--- config.mk ---
export PLATFORM = sky130hd
export DESIGN_NAME = vend_dispense_ctrl
export DESIGN_NICKNAME = d
export VERILOG_FILES = /design/src/rtl/vend_dispense_ctrl.sv
export SDC_FILE = /design/constraint.sdc
export NUM_CORES = 1
export LEC_CHECK = 0
export ABC_AREA = 1
export CORE_ASPECT_RATIO = 1.2
export CORE_MARGIN = 3
export CORE_UTILIZATION = 30
export CTS_CLUSTER_SIZE = 24
export DETAILED_ROUTE_END_ITERATION = 16
export PLACE_DENSITY = 0.61
export SYNTH_ARGS = -nofsm -noshare
export SYNTH_HDL_FRONTEND = slang
export SYNTH_SLANG_ARGS = --single-unit
--- constraint.sdc ---
create_clock -name clk -period 6.1 [get_ports clk]
set_clock_uncertainty 0.1 [all_clocks]
set_input_delay 0.61 -clock clk [delete_from_list [all_inputs] [get_ports clk]]
set_output_delay 0.61 -clock clk [all_outputs]
set_load 0.01 [all_outputs]
--- src/rtl/vend_dispense_ctrl.sv ---
// Vending transaction sequencer: collects coin credit, runs the product-motor
// handshake, then pays change (or a full refund) one coin at a time.
module vend_dispense_ctrl #(
    parameter int PRICE    = 20,
    parameter int CREDIT_W = 7,
    parameter int TIMEOUT  = 15
) (
    input  logic                clk,
    input  logic                rst,
    input  logic                nickel,
    input  logic                dime,
    input  logic                quarter,
    output logic                coin_accept_en,
    output logic                vend_req,
    input  logic                vend_done,
    output logic                coin_out_req,
    output logic                coin_out_sel,
    input  logic                coin_out_ack,
    input  logic                dime_empty,
    output logic [CREDIT_W-1:0] credit,
    output logic                vend_fail,
    output logic                fault,
    output logic [2:0]          dbg_state
);

    localparam logic [2:0] S_ACCEPT   = 3'd0;
    localparam logic [2:0] S_VEND     = 3'd1;
    localparam logic [2:0] S_CHANGE   = 3'd2;
    localparam logic [2:0] S_WAIT_ACK = 3'd3;
    localparam logic [2:0] S_HALT     = 3'd4;

    localparam logic [CREDIT_W-1:0] PRICE_C   = CREDIT_W'(PRICE);
    localparam logic [CREDIT_W-1:0] NICKEL_V  = CREDIT_W'(5);
    localparam logic [CREDIT_W-1:0] DIME_V    = CREDIT_W'(10);
    localparam logic [CREDIT_W-1:0] QUARTER_V = CREDIT_W'(25);
    localparam logic [7:0]          TMO_LAST  = 8'(TIMEOUT - 1);

    logic [2:0]          state_q, state_d;
    logic [CREDIT_W-1:0] credit_q, credit_d;
    logic [7:0]          timer_q, timer_d;
    logic                sel_q, sel_d;
    logic                fail_q, fail_d;
    logic [CREDIT_W-1:0] coin_val;

    // Only a single coin pulse is a valid insertion; any combination is dropped.
    always_comb begin
        case ({nickel, dime, quarter})
            3'b100:  coin_val = NICKEL_V;
            3'b010:  coin_val = DIME_V;
            3'b001:  coin_val = QUARTER_V;
            default: coin_val = '0;
        endcase
    end

    always_comb begin
        state_d  = state_q;
        credit_d = credit_q;
        sel_d    = sel_q;
        fail_d   = 1'b0;
        case (state_q)
            S_ACCEPT: begin
                credit_d = credit_q + coin_val;
                if (credit_q >= PRICE_C) state_d = S_VEND;
            end
            S_VEND: begin
                if (vend_done) begin
                    credit_d = credit_q - PRICE_C;
                    state_d  = S_CHANGE;
                end else if (timer_q == TMO_LAST) begin
                    fail_d  = 1'b1;
                    state_d = S_CHANGE;
                end
            end
            S_CHANGE: begin
                if (credit_q == '0) begin
                    state_d = S_ACCEPT;
                end else if (credit_q >= DIME_V && !dime_empty) begin
                    sel_d   = 1'b1;
                    state_d = S_WAIT_ACK;
                end else begin
                    sel_d   = 1'b0;
                    state_d = S_WAIT_ACK;
                end
            end
            S_WAIT_ACK: begin
                if (coin_out_ack) begin
                    credit_d = credit_q - (sel_q ? DIME_V : NICKEL_V);
                    state_d  = S_CHANGE;
                end else if (timer_q == TMO_LAST) begin
                    state_d = S_HALT;
                end
            end
            S_HALT:  state_d = S_HALT;
            default: state_d = S_ACCEPT;
        endcase
    end

    // Timer restarts on every state entry and only runs while a handshake waits.
    always_comb begin
        timer_d = '0;
        if (state_d == state_q && (state_q == S_VEND || state_q == S_WAIT_ACK))
            timer_d = timer_q + 8'd1;
    end

    always_ff @(posedge clk) begin
        if (rst) begin
            state_q  <= S_ACCEPT;
            credit_q <= '0;
            timer_q  <= '0;
            sel_q    <= 1'b0;
            fail_q   <= 1'b0;
        end else begin
            state_q  <= state_d;
            credit_q <= credit_d;
            timer_q  <= timer_d;
            sel_q    <= sel_d;
            fail_q   <= fail_d;
        end
    end

    assign coin_accept_en = (state_q == S_ACCEPT);
    assign vend_req       = (state_q == S_VEND);
    assign coin_out_req   = (state_q == S_WAIT_ACK);
    assign coin_out_sel   = sel_q;
    assign credit         = credit_q;
    assign vend_fail      = fail_q;
    assign fault          = (state_q == S_HALT);
    assign dbg_state      = state_q;

endmodule

==> metrics list, run 1 <==
- Outcome: finished clean
* Count of routing violations after the opening detailed-route iteration: 43
- Setup slack on the worst flop-to-flop path: approximately 3400 ps
- Per report_power, the clock group accounts for 17.2% of the total.
* Fin. max-slew vios: 0
- VDD sags by at most around 0.00017 V.
- The synthesized design contains 0 enable-type register cells.
- Global routing used between 10% and 20% of the available tracks.
- Master cell of the clock root buffer: sky130_fd_sc_hd__clkbuf_8
* Netlist area before placement: 0.00149 mm2
* Remaining antenna violation count after routing: 0
- Detail-routed net length per standard cell: 11.3 um
- 0 antenna diodes ended up in the layout.
- The endpoint identified for the worst register-to-register timing path is credit[6]$_SDFFE_PP0P_.
- The number of global-route vias before repair came to 1440.
- The clock passes through at most 2 buffers.
- Synthesis produced 219 cells.
* Post-synth ARST share: 0%
- Number of gates given a new drive strength after cts: 0
* Die Area: 0.00585 mm2
* Setup violations, final: 0
- Synthesis Warnings: 0
* Critical Path RT: between 6000 and 7000 ps
* Drt first pass iters: 4
- For this configuration, the core starts out at a cell density of about a third.
* Most frequent cells in the layout: sky130_fd_sc_hd__inv_1 (36), sky130_fd_sc_hd__nand2_1 (32), sky130_fd_sc_hd__nor2_1 (23), sky130_fd_sc_hd__clkdlybuf4s50_1 (23), sky130_fd_sc_hd__a21oi_1 (21)
- Summed over all layers, the global routing overflow is 0.
* Nets in the synthesized netlist: between 200 and 250
- Total via count in the routed design: 1412
- Headroom to the max-slew limit came out at 65.0%.
* Vias per inst: 4.66
- Destination of the worst hold path: timer_q[7]$_SDFF_PP0_
- Net count of the finished layout: ~270
- Sum of routed wire length over all layers: 3420 um
* Detailed placement HPWL: 2660 um
- Clock sink count: 20
- Share of synthesized area occupied by flip-flops and latches: 26.9%
* Source of the worst register-to-register timing path: dbg_state[0]$_SDFF_PP0_
* Die Y-Extent: 83.2 um
- Crit Path Category: input port to register
- Derived from the worst setup path, the maximum achievable clock frequency is 344 MHz.
- Total clock buffers created by CTS: 3
* Most area-hungry cell type in the Yosys netlist: sky130_fd_sc_hd__dfxtp_1
* Initial antenna violation count: 0
- In this run the number of H-tree levels came out at 1.
- Most common cell after layout, fill and taps aside: sky130_fd_sc_hd__inv_1
- Leakage power summed over all cells: 0.829 nW
* Wire length of the first global-routing pass: 6040 um
- Critical path startpoint category: input port
- The average instance in the mapped netlist occupies between 6 and 7 um2.
- Horiz. Die Dim: 70.3 um
* Worst-path maximum fanout: 6
- In this run the power spent charging and discharging nets is between 300 and 400 uW.
* Portion of the clock cycle consumed by the worst path in the final layout: 47.6%
- Of the total power, the share spent switching nets is 43.3%.
- Counting instances, the worst hold path has a depth of 2.
- The netlist uses 31 different library cells.
- # hold bufs at CTS: 0
* Clock insertion delay at the later pin of the skew report: about 260 ps
- Global placement routability congestion: roughly 0.82
- Final min period: 2900 ps
- In this run, the combinational gates consume about 57% of the power.
- I/O Pins: 24
- Least-Margin Pin Slew: 523 ps
- Residual DRC count: 0
* Source of the worst hold timing path: timer_q[7]$_SDFF_PP0_
- Data arrival, critical path: between 2000 and 3000 ps
- Count of final hold-check violations: 0
* Power per standard cell area: about 420 mW/mm2
- The worst hold path belongs to the class register to register.
* Cell Int Power: roughly 440 uW
- Area overhead of the layout relative to synthesis: 24.6%
- Top cells by area in the synthesized netlist: sky130_fd_sc_hd__dfxtp_1 (27%), sky130_fd_sc_hd__ha_1 (11%), sky130_fd_sc_hd__inv_1 (9.1%)
- Total placed instance area: 0.00179 mm2
- Total negative setup slack: 0 ps
- Setup repair after global routing left no endpoint under its margin.
- TritonCTS built the clock tree.
- Hold is met by around 380 ps.
- Commonest register cell after synthesis: sky130_fd_sc_hd__dfxtp_1
* Maximum Capacitance Violations: 0
* Startpoint of the most critical setup path: dime
* Layout cells sized above 1: about a tenth
- Entering global routing, the biggest net connects 13 pins.
- The total area inside the core boundary comes to 0.00470 mm2.
- Area fraction of the dominant cell type after synthesis: 26.9%
- Input and output buffers added on the ports amount to 23.
* Layout Cell Area excl Fill: around 0.0019 mm2
- Sequential cells account for 25.6% of the total power.
- R2r worst-path depth: 14
- After clock tree synthesis, the clock-pin slew on the worst setup and hold paths is 80 ps.
- In this run the post-CTS setup repair buffer count came out at 0.
- Std cell rows: 27
* Setup crit end kind: register
* Flops & latches, synth: 20
cell type report:
cell class                 instances  area (um2)
inverter                          39         149
sequential                        20         400
clock inverter                     1        30.0
timing repair buffer              23         230
multi-input combinational        159         933
fill                             518        2840
clock buffer                       3        41.3
tap                               58        72.6
cell usage after synthesis, types with 2 or more instances:
| cell type | count |
|---|---|
| sky130_fd_sc_hd__or2_2 | 4 |
| sky130_fd_sc_hd__nand2_4 | 2 |
| sky130_fd_sc_hd__dfxtp_1 | 20 |
| sky130_fd_sc_hd__nor3_2 | 2 |
| sky130_fd_sc_hd__o21ai_1 | 3 |
| sky130_fd_sc_hd__inv_1 | 36 |
| sky130_fd_sc_hd__o21ai_0 | 16 |
| sky130_fd_sc_hd__nand2_2 | 3 |
| sky130_fd_sc_hd__inv_2 | 2 |
| sky130_fd_sc_hd__nand3_1 | 20 |
| sky130_fd_sc_hd__a31oi_1 | 3 |
| sky130_fd_sc_hd__ha_1 | 13 |
| sky130_fd_sc_hd__nor2_4 | 2 |
| sky130_fd_sc_hd__nand2_1 | 32 |
| sky130_fd_sc_hd__a21oi_1 | 21 |
| sky130_fd_sc_hd__xor2_1 | 2 |
| sky130_fd_sc_hd__nor2_2 | 2 |
| sky130_fd_sc_hd__nor2_1 | 23 |
power groups by stage:
stage	Sequential, mW	Combinational (mW)	Clock (mW)
final	0.198	0.443	0.133
after global routing	0.204	0.505	0.143
after CTS	0.199	0.445	0.138
after detailed placement	0.202	0.442	0
after global placement	0.201	0.442	0
after floorplan	0.203	0.296	0
worst max-delay path by stage:
stage	endpoint	depth (start not counted)
3_3_place_gp	credit[3]$_SDFFE_PP0P_	15
5_1_grt	credit[3]$_SDFFE_PP0P_	17
3_5_place_dp	credit[3]$_SDFFE_PP0P_	17
4_1_cts	credit[3]$_SDFFE_PP0P_	17
2_1_floorplan	credit[3]$_SDFFE_PP0P_	14
6_report	credit[3]$_SDFFE_PP0P_	17
cells by family after synthesis:
logic type	count (synthesis)	synth area share, %
adders and majority gates	14	12.3
buffers and inverters	40	10.5
xor gates and xnor gates	3	1.76
DFF	20	26.9
and+or+nand+nor	95	31.2
AOI/OAI and AO/OA	47	17.5
critical path, stage by stage:
cell	delay, ps
sky130_fd_sc_hd__clkdlybuf4s50_1	490
sky130_fd_sc_hd__inv_1	70
sky130_fd_sc_hd__nand2_1	60
sky130_fd_sc_hd__nand2_1	40
sky130_fd_sc_hd__nand2_1	100
sky130_fd_sc_hd__ha_1	200
sky130_fd_sc_hd__inv_1	60
sky130_fd_sc_hd__o21ai_0	150
sky130_fd_sc_hd__o21ai_0	100
sky130_fd_sc_hd__ha_1	340
sky130_fd_sc_hd__nand2_1	80
sky130_fd_sc_hd__nand2_1	60
sky130_fd_sc_hd__a31oi_1	180
sky130_fd_sc_hd__xor2_1	180
sky130_fd_sc_hd__nor2_1	60
sky130_fd_sc_hd__o21ai_1	120
sky130_fd_sc_hd__inv_1	40
through the flow:
step | std cells | utilization [%] | power [mW] | setup WS (ps)
2_1_floorplan | 219 | - | 0.499 | 3660
3_3_place_gp | 299 | 38.0 | 0.643 | 2980
3_5_place_dp | 299 | 38.0 | 0.644 | 2950
4_1_cts | 303 | 39.5 | 0.782 | 3210
5_1_grt | 303 | 39.5 | 0.852 | 2920
6_report | 303 | 39.5 | 0.774 | 3200
registers in the layout (all words and copies together), names as in the netlist:
register / count
timer_q: 8
credit: 7
dbg_state: 3
coin_out_sel: 1
vend_fail: 1
routing by layer:
metal	routed length, um	track usage, %	vias up
met4	31	4.01	0
met5	0	0	-
met3	102	1.57	4
met2	1660	21.9	29
li1	-	-	764
met1	1620	14.7	615
(Power assumes the default switching activity.)
==> inputs of run 2 (changes only) <==
- clock period: 6.1 -> 2.7 ns (I/O delays scaled with it)
==> metrics list, run 2 (same netlist as run 1, synthesis figures left out) <==
* Worst-path maximum fanout: 5
- Critical path startpoint category: input port
- In the routed design, unresolved DRC markers number 0.
- Layout Cell Area excl Fill: 0.00193 mm2
- At the pin with the least slew margin, the transition time is 401 ps.
- The congestion estimate from routability-driven global placement came to 0.813.
- The total count of max-transition violations in the final report is 0.
- Global-route total usage across every layer: 12.5%
- Post-route setup slack: 225 ps
- Largest net degree at the start of global routing: 13
* Drt first pass iters: 4
- Worst hold-check path type: register to register
- The final layout contains 274 nets.
* Final min period: approximately 2500 ps
* RSZ-0062 raised after global routing: false
* Count of inserted antenna diode cells: 0
* Slew margin rel.: 73.0%
- Data arrival, critical path: 2540 ps
- Layout cells sized above 1: between 10% and 20%
- The first global-routing pass estimated 6250 um of wire.
- Overall overflow remaining after global route: 0
* Peak clock frequency supported by timing: approximately 400 MHz
- Compared with the post-synthesis result, the final layout area differs by 29.8%.
- Sum of routed wire length over all layers: 3550 um
- Dividing total power by cell area gives a power density of roughly 900 mW/mm2.
- Setup crit end kind: register
- Counting every sink on the clock net gives 20.
- Buffer depth of the longest clock path: 2
- Leaving out fill and tap cells, the most frequent cells in the layout are sky130_fd_sc_hd__inv_1 (36), sky130_fd_sc_hd__nand2_1 (31), sky130_fd_sc_hd__nor2_1 (23).
- Setup violations, final: 0
* Detail-routed net length per standard cell: 11.5 um
- Std cell rows: 27
* Final hold slack: 383 ps
* Critical Path RT: 2760 ps
* Clock insertion delay at the later pin of the skew report: 270 ps
- The tree is rooted in a sky130_fd_sc_hd__clkbuf_8.
- Count of routing violations after the opening detailed-route iteration: 35
- The flow ran to the end, and the final reports show no timing, DRC or antenna violations.
* Maximum Capacitance Violations: 0
* Portion of the clock cycle consumed by the worst path in the final layout: between 90% and 100%
* Minimum setup slack after placement: -185 ps
* Total placed instance area: 0.00182 mm2
- Clock-pin slew was measured on the worst setup and hold paths at roughly 90 ps.
- Most common cell after layout, fill and taps aside: sky130_fd_sc_hd__inv_1
- Initial antenna violation count: 0
- In this run, CTS created clock tree buffers numbering 3.
* I/O Pins: 24
* Cell with the largest stage delay on the worst path: sky130_fd_sc_hd__clkdlybuf4s50_1
- The hold violation count in the final report was 0.
- For this design the static power due to leakage is 0.880 nW.
- Delay contributed by the slowest stage of the critical path: 440 ps
- H-tree levels: 1
- After clock tree synthesis, the flow added hold-fix buffers numbering 0.
- Total negative setup slack: 0 ps
* Utilization after layout: 41.2%
* Max reg flops: 8
* Total via count in the routed design: 1483
- Crit Path Category: input port to register
- More flip-flops sit in one register than any other, and that register is timer_q.
- Initial cell density of the core: 31.7%
- Die Area: 0.00585 mm2
- The number of global-route vias before repair came to around 1500.
- Vias per inst: between 4 and 5
- Remaining antenna violation count after routing: 0
- Detailed placement finished with a half-perimeter wire length of 2770 um.
- The floorplan step set the die height to between 80 and 90 um.
- CP Cell Sequence: clkdlybuf4s50_1, inv_1, nand2_1, nand2_2, ha_4, inv_1, o21ai_2, o21ai_2, ha_1, buf_4, or2_2, nand3_1, o21ai_0, o21ai_0, a21oi_1
- Floorplan core area: approximately 0.0047 mm2
- Port bufs: 23
- TritonCTS built the clock tree.
- Worst supply voltage drop on vdd: between 0.0004 and 0.0005 V
- From left edge to right edge, the die measures 70.3 um.
run 2: cell count changes in the layout (fill, tap and decap cells not counted), sizes merged:
cell	delta
clkdlybuf4s50	-2
buf	+6
dlymetal6s2s	+2
run 2: final timing paths:
| kind | start | endpoint | slack (ps) | depth (start not counted) |
|---|---|---|---|---|
| max | nickel | credit[2]$_SDFFE_PP0P_ | 230 | 15 |
| min | timer_q[7]$_SDFF_PP0_ | timer_q[7]$_SDFF_PP0_ | 380 | 2 |
| max reg2reg | dbg_state[0]$_SDFF_PP0_ | credit[4]$_SDFFE_PP0P_ | 290 | 11 |
| min reg2reg | timer_q[7]$_SDFF_PP0_ | timer_q[7]$_SDFF_PP0_ | 380 | 2 |
run 2: timing repair:
action / 4_1_cts / 5_1_grt
setup buffers: 0 / 1
gates resized for setup: 0 / 11
setup endpoints to repair: 0 / 5
run 2: cell type report:
class                      instances  area (um2)
tap                               58        72.6
fill                             501        2760
multi-input combinational        159         961
inverter                          39         149
sequential                        20         400
clock inverter                     1        30.0
clock buffer                       3        41.3
timing repair buffer              29         280
run 2: worst max-delay path: cells and delay by family:
family,cells,cell delay (ps)
buffers and inverters,4,770
AND/OR/NAND/NOR,4,520
AO/OA/AOI/OAI,5,480
adder cells (fa/ha/maj),2,490
run 2: power breakdown:
part           internal (mW)  switching [mW]
combinational          0.454           0.572
sequential             0.359          0.0860
clock                  0.198           0.112
total                   1.01           0.769
run 2: through the flow:
stage               cells  total power [mW]
detailed placement    304              1.47
finish                309              1.78
floorplan             219              1.13
global placement      304              1.46
global route          309              1.96
CTS                   308              1.78
run 2: layer usage:
layer | wire, um | vias to the layer above | global-route usage [%]
met5 | 0 | - | 0
met4 | 53 | 0 | 4.18
met3 | 79 | 6 | 1.45
met2 | 1770 | 21 | 22.1
met1 | 1650 | 675 | 15.3
li1 | - | 781 | -
==> inputs of run 3 (changes only) <==
- CELL_PAD_IN_SITES_DETAIL_PLACEMENT: not set -> 1
- CELL_PAD_IN_SITES_GLOBAL_PLACEMENT: not set -> 1
- PLACE_DENSITY: 0.61 -> 0.76
==> metrics list, run 3 (same netlist as run 1, synthesis figures left out) <==
- At the end of routability-driven placement, the weighted congestion stood at just under 0.9.
- The flow ran to the end, and the final reports show no timing, DRC or antenna violations.
- Total negative setup slack: 0 ps
* Data arrival, critical path: between 2000 and 3000 ps
- Summed over all nets, the switching power comes to 798 uW.
* Fraction of power spent switching nets: 43.8%
* Remaining antenna violation count after routing: 0
- Overall overflow remaining after global route: 0
- TritonCTS built the clock tree.
- Sum of routed wire length over all layers: 4010 um
* Worst hold-check path type: register to register
- Area overhead of the layout relative to synthesis: 29.6%
- Kind of cell adding the most delay to the critical path: simple AND/OR/NAND/NOR gates
- After detailed routing, the number of vias per cell comes to 4.91.
- The critical path is of the register to register type.
- Final hold slack: 384 ps
* Via count of the first global-routing pass: 1576
- Slew margin rel.: between 70% and 80%
- 0 antenna diodes ended up in the layout.
- 24 I/O pins were placed.
- In this run the power density over the cells is about 940 mW/mm2.
- Detailed placement HPWL: 3190 um
- Total clock buffers created by CTS: 3
- The library cells used most frequently in the layout, excluding fill and tap cells, are sky130_fd_sc_hd__inv_1 (35), sky130_fd_sc_hd__nand2_1 (32), sky130_fd_sc_hd__nor2_1 (23).
- From bottom edge to top edge, the die measures 83.2 um.
- For this block, the initial DRC count from the detailed router was 35.
- Count of final hold-check violations: 0
- Register with the most flip-flops: timer_q
* Source of the worst register-to-register timing path: dbg_state[0]$_SDFF_PP0_
- In this run the register-to-register setup slack is 270 ps.
- The most critical setup path has its startpoint at dbg_state[0]$_SDFF_PP0_.
* Final min period: 2430 ps
* Leakage power summed over all cells: around 0.89 nW
- Detail-routed net length per standard cell: roughly 13 um
- Post-route setup slack: 269 ps
- Combined area of the multi-input logic cells: 941 um2
- Setup repair after global routing left no endpoint under its margin.
- The initial utilization of the core area, before any placement, comes to 31.7%.
- The total area inside the core boundary comes to approximately 0.0047 mm2.
- During placement, the flow inserted port buffers numbering 23.
- The worst setup path is captured at a register.
* Portion of total power attributed to sequential cells: between 20% and 30%
- Delay contributed by the slowest stage of the critical path: 450 ps
- The first global-routing pass estimated 7030 um of wire.
* Utilization after layout: 41.1%
- STA puts the critical path data required time at between 2000 and 3000 ps.
- Reg-to-Reg End: credit[4]$_SDFFE_PP0P_
- Of the cells placed in the final design, the portion with a size suffix greater than 1 is 14.6%.
- CP Cell Sequence: nand3_1, nor2_1, inv_1, nand2_1, inv_1, ha_1, fa_1, o21ai_0, or2_2, nand3_1, a21oi_1
- Largest net degree at the start of global routing: 13
- Residual DRC count: 0
* Comb pwr share: roughly three fifths
- Number of buffers and inverters on the critical path: 2
* Total via count in the routed design: 1528
- The floorplan has 27 rows.
- Clk network pwr share: 16.8%
- After clock tree synthesis, the clock-pin slew on the worst setup and hold paths is 80 ps.
- Initial antenna violation count: 0
* Clock insertion delay at the later pin of the skew report: 260 ps
- Leaving out fill and tap cells, the most frequent cell in the layout is sky130_fd_sc_hd__inv_1.
- End point of the critical path: credit[4]$_SDFFE_PP0P_
- The register with the most flip-flops in the layout has 8 of them.
* Sequential cell area: 400 um2
* Worst-path maximum fanout: 6
- R2r worst-path depth: 11
- Drt first pass iters: 4
- In this run the clock root is driven by a sky130_fd_sc_hd__clkbuf_8.
* Net count of the finished layout: 276
- For the pin with the worst max-slew slack, the measured transition is roughly 390 ps.
- Setup violations remaining at the end of the flow were counted as 0.
- Derived from the worst setup path, the maximum achievable clock frequency is 411 MHz.
- Maximum Capacitance Violations: 0
- The die covers 0.00585 mm2.
- The internal portion of the total power is roughly 1 mW.
- Worst supply voltage drop on vdd: 0.000393 V
- Fill cells in the final layout number 607.
- The worst setup path is launched from a register.
- The total count of max-transition violations in the final report is 0.
- The slowest stage of the critical path is the sky130_fd_sc_hd__dfxtp_1 cell.
- H-tree levels: 1
- In this run the horizontal extent of the chip is 70.3 um.
- The critical path runs through a total of 11 cells.
* Total power after layout: 1.82 mW
- No sink is reached through more buffers than the 2 on the longest clock path.
- # hold bufs at CTS: 0
* Clock sink count: 20
* Source of the worst hold timing path: timer_q[3]$_SDFF_PP0_
* Minimum setup slack after placement: -204 ps
- Portion of the clock cycle consumed by the worst path in the final layout: 90.0%
* Global-route total usage across every layer: about 14%
[run 3: cell types whose count changed in the layout (fill, tap and decap cells not counted)]
cell / delta
sky130_fd_sc_hd__o21ai_1: +2
sky130_fd_sc_hd__nand2_2: -1
sky130_fd_sc_hd__dlymetal6s2s_1: +1
sky130_fd_sc_hd__nand2_1: +1
sky130_fd_sc_hd__ha_4: -1
sky130_fd_sc_hd__inv_2: +1
sky130_fd_sc_hd__clkdlybuf4s50_1: -1
sky130_fd_sc_hd__inv_1: -1
sky130_fd_sc_hd__o21ai_2: -2
sky130_fd_sc_hd__ha_2: +1
sky130_fd_sc_hd__buf_4: +2
[run 3: per-layer routing]
layer  up-vias  part of all wire, %  global-route usage (%)
li1        779                    -                       -
met2        23                   51                    25.7
met1       719                   45                    17.5
met5         -                    0                       0
met3         7                  2.0                    1.21
met4         0                  1.4                    4.53
[run 3: worst min path at each step]
stage,cells after the start,slack [ps],end
detailed placement,2,380,timer_q[7]$_SDFF_PP0_
floorplan,1,240,dbg_state[0]$_SDFF_PP0_
finish,2,380,timer_q[3]$_SDFF_PP0_
CTS,2,390,timer_q[7]$_SDFF_PP0_
global placement,2,360,timer_q[7]$_SDFF_PP0_
global route,2,420,timer_q[7]$_SDFF_PP0_
[run 3: power by group through the flow]
stage	registers [mW]	logic [mW]	clock network (mW)
6_report	0.451	1.06	0.305
2_1_floorplan	0.459	0.670	0
3_3_place_gp	0.456	1.02	0
4_1_cts	0.452	1.05	0.312
5_1_grt	0.467	1.21	0.324
3_5_place_dp	0.458	1.04	0
[run 3: repair_timing]
item                                    in CTS  in global routing
resized for setup                            0                  9
endpoints found under the setup margin       0                  5
buffers inserted                             0                  2
[run 3: layout make-up]
cell class              instances  area share, %
multi-input cells             159           48.7
flip-flops and latches         20           20.7
repair buffers                 31           15.4
inverters                      39           7.71
well taps                      58           3.76
clock buffers                   3           2.14
clock inverters                 1           1.55
[run 3: worst min-delay path, cell delays in order, from the launching register on]
cell                      delay, ps
sky130_fd_sc_hd__dfxtp_1        320
sky130_fd_sc_hd__nand2_1         60
sky130_fd_sc_hd__a21oi_1         50
[run 3: metrics by stage]
stage,std cells,area [um2]
floorplan,219,1490
global placement,305,1830
detailed placement,305,1830
CTS,309,1900
global route,311,1930
finish,311,1930
